`config.mk`:
```
export PLATFORM = sky130hd
export DESIGN_NAME = fetch_pc_sched
export DESIGN_NICKNAME = d
export VERILOG_FILES = /design/src/rtl/fetch_pc_sched.sv
export SDC_FILE = /design/constraint.sdc
export NUM_CORES = 1
export LEC_CHECK = 0
export BUFFER_PORTS_ARGS = -buffer_cell sky130_fd_sc_hd__buf_2
export CAP_MARGIN = 10
export CORE_ASPECT_RATIO = 1.1
export CORE_UTILIZATION = 57
export DETAILED_ROUTE_END_ITERATION = 6
export GPL_ROUTABILITY_DRIVEN = 1
export PLACE_DENSITY = 0.81
export SYNTH_ARGS = -nofsm -noshare
export SYNTH_HDL_FRONTEND = slang
export SYNTH_SLANG_ARGS = --single-unit
export TNS_END_PERCENT = 30
```
`constraint.sdc`:
```
create_clock -name clk -period 5.44 [get_ports clk]
set_input_delay 0.544 -clock clk [delete_from_list [all_inputs] [get_ports clk]]
set_output_delay 0.544 -clock clk [all_outputs]
set_load 0.01 [all_outputs]
```
`src/rtl/fetch_pc_sched.sv`:
```
`default_nettype none
// ============================================================================
// Module   : fetch_pc_sched
// Purpose  : Per-warp PC file and round-robin fetch scheduler for the IF stage.
//            Optional fetch counter output enabled by FETCH_PERF_CNT_EN.
// Revision : 1.0  initial release
// ============================================================================
module fetch_pc_sched (
    input  logic        clk,
    input  logic        rst,
    input  logic        Update_TM_IF,
    input  logic [2:0]  WarpID_TM_IF,
    input  logic [9:0]  StartPC_TM_IF,
    input  logic [7:0]  UpdatePC_Qual1_SIMT_IF,
    input  logic [7:0]  UpdatePC_Qual2_SIMT_IF,
    input  logic [79:0] TA_SIMT_IF_Flattened,
    input  logic [7:0]  UpdatePC_Qual3_ID_IF,
    input  logic [9:0]  TA_ID_IF,
    input  logic [7:0]  Stall_SIMT_IF,
    input  logic [7:0]  Full_IB_IF,
    input  logic [7:0]  Exit_ID_IF,
    output logic [9:0]  PC_IF_ICache,
    output logic [2:0]  WarpID_IF_ICache,
    output logic        Valid_IF_ICache,
`ifdef FETCH_PERF_CNT_EN
    output logic [15:0] FetchCnt_IF,
`endif
    output logic [7:0]  Active_IF
);

    localparam int         c_NWARP = 8;
    localparam logic [9:0] c_PC_STEP = 10'd4;

    logic [9:0] r_pc [c_NWARP];
    logic [7:0] r_active;
    logic [2:0] r_last;
    logic [9:0] r_fetch_pc;
    logic [2:0] r_fetch_wid;
    logic       r_fetch_vld;

    logic [9:0] w_ta_simt [c_NWARP];
    logic [7:0] w_start;
    logic [7:0] w_redirect;
    logic [7:0] w_elig;
    logic [7:0] w_grant_oh;
    logic       w_grant_vld;
    logic [2:0] w_grant_id;
    logic [2:0] w_cand;

    genvar g;
    generate
        for (g = 0; g < c_NWARP; g++) begin : g_warp
            assign w_ta_simt[g] = TA_SIMT_IF_Flattened[10*g +: 10];
            assign w_start[g]   = Update_TM_IF && (WarpID_TM_IF == 3'(g));
        end
    endgenerate

    assign w_redirect = UpdatePC_Qual1_SIMT_IF | UpdatePC_Qual2_SIMT_IF | UpdatePC_Qual3_ID_IF;
    assign w_elig     = r_active & ~Stall_SIMT_IF & ~Full_IB_IF & ~w_redirect
                      & ~Exit_ID_IF & ~w_start;

    // Scan backwards from Last+8 down to Last+1 so the closest candidate wins.
    always_comb begin
        w_grant_vld = 1'b0;
        w_grant_id  = 3'd0;
        w_cand      = 3'd0;
        for (int i = c_NWARP; i >= 1; i--) begin
            w_cand = r_last + 3'(i);
            if (w_elig[w_cand]) begin
                w_grant_vld = 1'b1;
                w_grant_id  = w_cand;
            end
        end
    end

    always_comb begin
        w_grant_oh = 8'h00;
        if (w_grant_vld) begin
            w_grant_oh[w_grant_id] = 1'b1;
        end
    end

    // Start dominates both redirects and Exit for the same warp.
    always_ff @(posedge clk or posedge rst) begin
        if (rst) begin
            for (int w = 0; w < c_NWARP; w++) begin
                r_pc[w] <= 10'd0;
            end
            r_active <= 8'h00;
        end else begin
            for (int w = 0; w < c_NWARP; w++) begin
                if (w_start[w]) begin
                    r_pc[w]     <= StartPC_TM_IF;
                    r_active[w] <= 1'b1;
                end else begin
                    if (UpdatePC_Qual1_SIMT_IF[w] || UpdatePC_Qual2_SIMT_IF[w]) begin
                        r_pc[w] <= w_ta_simt[w];
                    end else if (UpdatePC_Qual3_ID_IF[w]) begin
                        r_pc[w] <= TA_ID_IF;
                    end else if (w_grant_oh[w]) begin
                        r_pc[w] <= r_pc[w] + c_PC_STEP;
                    end
                    if (Exit_ID_IF[w]) begin
                        r_active[w] <= 1'b0;
                    end
                end
            end
        end
    end

    always_ff @(posedge clk or posedge rst) begin
        if (rst) begin
            r_last      <= 3'd7;
            r_fetch_pc  <= 10'd0;
            r_fetch_wid <= 3'd0;
            r_fetch_vld <= 1'b0;
        end else begin
            r_fetch_vld <= w_grant_vld;
            if (w_grant_vld) begin
                r_last      <= w_grant_id;
                r_fetch_pc  <= r_pc[w_grant_id];
                r_fetch_wid <= w_grant_id;
            end
        end
    end

`ifdef FETCH_PERF_CNT_EN
    logic [15:0] r_fetch_cnt;

    always_ff @(posedge clk or posedge rst) begin
        if (rst) begin
            r_fetch_cnt <= 16'd0;
        end else if (w_grant_vld && (r_fetch_cnt != 16'hFFFF)) begin
            r_fetch_cnt <= r_fetch_cnt + 16'd1;
        end
    end

    assign FetchCnt_IF = r_fetch_cnt;
`endif

    assign PC_IF_ICache     = r_fetch_pc;
    assign WarpID_IF_ICache = r_fetch_wid;
    assign Valid_IF_ICache  = r_fetch_vld;
    assign Active_IF        = r_active;

endmodule
`default_nettype wire

```
==> run_results.csv <==
group,metric,value,unit
die,rows,48,
yosys,syn_area_per_cell,8.051,µm²
power,peakVddDrop,398.4,µV
worst_hold_path,worst_hold_path_type,"in -> async",
routing,route.met2.wl,13.76,mm
clocking,cts_tree,"built",
worst_setup_path,cp.arrival,4.94,ns
power,power_frac_clock,11.7,%
sta,setup_violations,0,
clocking,worstSkewPairLatency,0.36,ns
worst_setup_path,cp_max_fo,22,
sta,fin_skew,0.01108,ns
power,swShare,49.56,%
placed_design,port_buffers,175,
yosys,postSynthCellCount,1134,
placed_design,pre_cts_slack,0.8088,ns
power,switching_power,2.899,mW
global_routing,track_usage,38.35,%
routing,drt_iter0_markers,1199,
routing,drt_first_pass_iters,7,
global_routing,gr-total-overflow,0,
power,p_int,2.950,mW
die,io_pins,176,
clocking,postCtsSetupRepairBufs,0,
finish,final_nets,1420,
routing,route.detailed.drc,14,
routing,met3_length,3.537,mm
power,p_seq_share,21.6,%
sta,finalHoldViolCount,0,
yosys,synth_top_area_share,27.96,%
yosys,synth_ff_type,"dfrtp_1",
global_routing,grt_pass1_wl,47.04,mm
sta,worst_slew_pin_slew,1.152,ns
yosys,synth_most_common_cell,"nand2_1",
clocking,cts_buffers,9,
sta,clock.fmax,212.5,MHz
routing,wire_per_inst,21.28,µm
worst_setup_path,reg2reg_from,"r_last[0]",
yosys,synth_top_area_cell,"dfrtp_1",
worst_setup_path,r2r_slack,0.73,ns
routing,m1WireLength,12.33,mm
placed_design,dp.cells,1445,
job,maxCapViolCount,0,
finish,antennaDiodeCount,0,
yosys,synth_seq_area_share,28.82,%
sta,grt_setup_unrepaired,"false",
yosys,syn_nets,1298,
routing,ant_nets,0,
yosys,synth-seq-cells,105,
yosys,synth_async_sr_flop_share,100.0,%
finish,fin_cells,1461,
power,p_per_area,564.3,nW/µm²
worst_setup_path,crit_path_end_kind,"flip-flop",
finish,area_delta_synth_final,13.53,%
sta,hold_ws,0.3122,ns
worst_setup_path,crit_path_start_kind,"flip-flop",
sta,relSlewSlack,22.58,%
clocking,cts-root-buf,"clkbuf_16",
sta,slew_violations,0,
die,die_area,16530,µm²
power,p_comb_share,66.7,%
yosys,synth.distinct_cells,79,
sta,worst_slack,0.7348,ns
outcome,failed_checks,"DRC",
die,die_h,134.7,µm
die,die_x,122.7,µm
worst_setup_path,startpoint,"r_last[0]",
die,core,15680,µm²
worst_setup_path,path_cells,"inv_1, ha_1, mux2i_1, mux4_2, nand2b_1, o311ai_2, o211ai_4, and2_1, buf_4, a31oi_4, mux2_2",
sta,finalCritPeriodShare,86.49,%
global_routing,antenna_found_initial,0,
power,p_leak,4.449,nW
clocking,clk_pin_slew,0.07,ns
routing,via_per_inst,6.449,
sta,finalCriticalPeriod,4.705,ns
yosys,synth_warnings,0,
clocking,cts-resized-gates,0,
yosys,syn_area,9130,µm²
finish,final_area,10360,µm²
sta,finalSetupTns,0,ns
finish,drive_gt1_share,25.93,%
outcome,outcome,"finished with violations",
yosys,synth-edff-count,0,
clocking,cts_buffer_depth,2,
placed_design,post_dp_cell_area,10060,µm²
worst_setup_path,cp_data_required_time,5.68,ns
placed_design,gp_congestion,1.016,
clocking,cts_num_sinks,105,
global_routing,grt_pass1_vias,8430,
yosys,netlist_top_cells_count,"nand2_1, o21ai_0, dfrtp_1, nor2_1, mux2_2",
die,initial_utilization,58.25,%
global_routing,grt_max_degree,55,
clocking,hold_buffers,0,
worst_setup_path,cpPeakStageDelay,0.82,ns
worst_setup_path,crit_type,"reg -> reg",
clocking,h-tree-depth,3,
routing,vias,9422,
placed_design,dpl.hpwl,22.77,mm
routing,wirelength,31.09,mm
worst_setup_path,cpMaxStageDelayCell,"ha_1",
yosys,synth_top_cells_by_area,"dfrtp_1, nand2_1, mux2_2",
routing,top_layer,"met4",
worst max-delay path: cells and delay by family (launching register included):
family	cells	cell delay, ns
buffers and inverters	2	0.39
AO/OA/AOI/OAI	3	0.80
flip-flops	1	0.53
adder cells (fa/ha/maj)	1	0.82
multiplexers	3	1.23
AND/OR/NAND/NOR	2	0.80
registers in the layout (all words and copies together) (netlist names):
signal / cells
r_pc: 80
PC_IF_ICache: 10
Active_IF: 8
WarpID_IF_ICache: 3
r_last: 3
Valid_IF_ICache: 1
placed cells by master, fill, tap and decap left out, types with 4 or more instances in the layout:
cell       instances
or2_2              9
xnor2_1           27
nor2_1            99
nor4b_1            7
mux2i_1           53
mux2_4             7
mux2_2            54
o21ai_0          110
nand3_1           35
nand4b_1           5
dfrtp_1          102
ha_1              10
nor3_1             8
a221o_1            9
and2_1             4
a31oi_1           45
buf_4             25
a22oi_1           11
a21oi_4            5
mux2_1            15
mux4_2             4
buf_2            175
a211oi_1           5
o211ai_1          21
a21oi_1           30
o2111ai_1          4
clkbuf_16          9
nand4_1           15
a22o_1             5
xor2_1            25
inv_1             18
nand2_1          234
logic make-up (layout without fill, tap and decap cells):
| family | after synthesis | after routing | synth area share, % |
|---|---|---|---|
| adder cells (fa/ha/maj) | 10 | 10 | 1.370 |
| flip-flops | 105 | 105 | 28.82 |
| XOR/XNOR | 52 | 52 | 4.988 |
| AO/OA/AOI/OAI | 281 | 281 | 21.09 |
| buffers and inverters | 109 | 236 | 5.180 |
| multiplexers | 133 | 133 | 16.46 |
| AND/OR/NAND/NOR | 444 | 444 | 22.09 |
per-layer routing:
metal	GRT usage [%]	vias to the layer above
li1	-	4290
met1	52.91	4376
met2	58.15	648
met3	6.208	108
met4	18.63	0
met5	0	-
per-stage QoR:
| stage | utilization [%] | power (mW) |
|---|---|---|
| after floorplan | - | 4.127 |
| after global placement | 64.18 | 5.004 |
| after detailed placement | 64.18 | 5.071 |
| after CTS | 66.12 | 5.758 |
| after global routing | 66.12 | 6.166 |
| final | 66.12 | 5.849 |
power groups by stage:
stage	registers (mW)	clock network, mW	logic [mW]
floorplan	1.17	0	2.95
global placement	1.26	0	3.74
detailed placement	1.26	0	3.81
CTS	1.25	0.692	3.82
global route	1.28	0.715	4.17
finish	1.27	0.683	3.90
final timing paths:
kind | to | cells past startpoint
max | r_pc[48] | 11
min | r_pc[59] | 2
max reg2reg | r_pc[48] | 11
min reg2reg | WarpID_IF_ICache[2] | 2
max in group asynchronous | r_pc[13] | 3
min in group clk | Active_IF[2] | 2
area by class of cell:
cell class | instances | area [µm²]
Clock buffer | 10 | 239.0
Clock inverter | 6 | 65.06
Fill cell | 1333 | 5310
Inverter | 20 | 77.57
Multi-Input combinational cell | 920 | 6038
Sequential cell | 105 | 2631
Tap cell | 200 | 250.2
Timing Repair Buffer | 200 | 1064
Note: power is estimated with default switching activity, not from simulation.
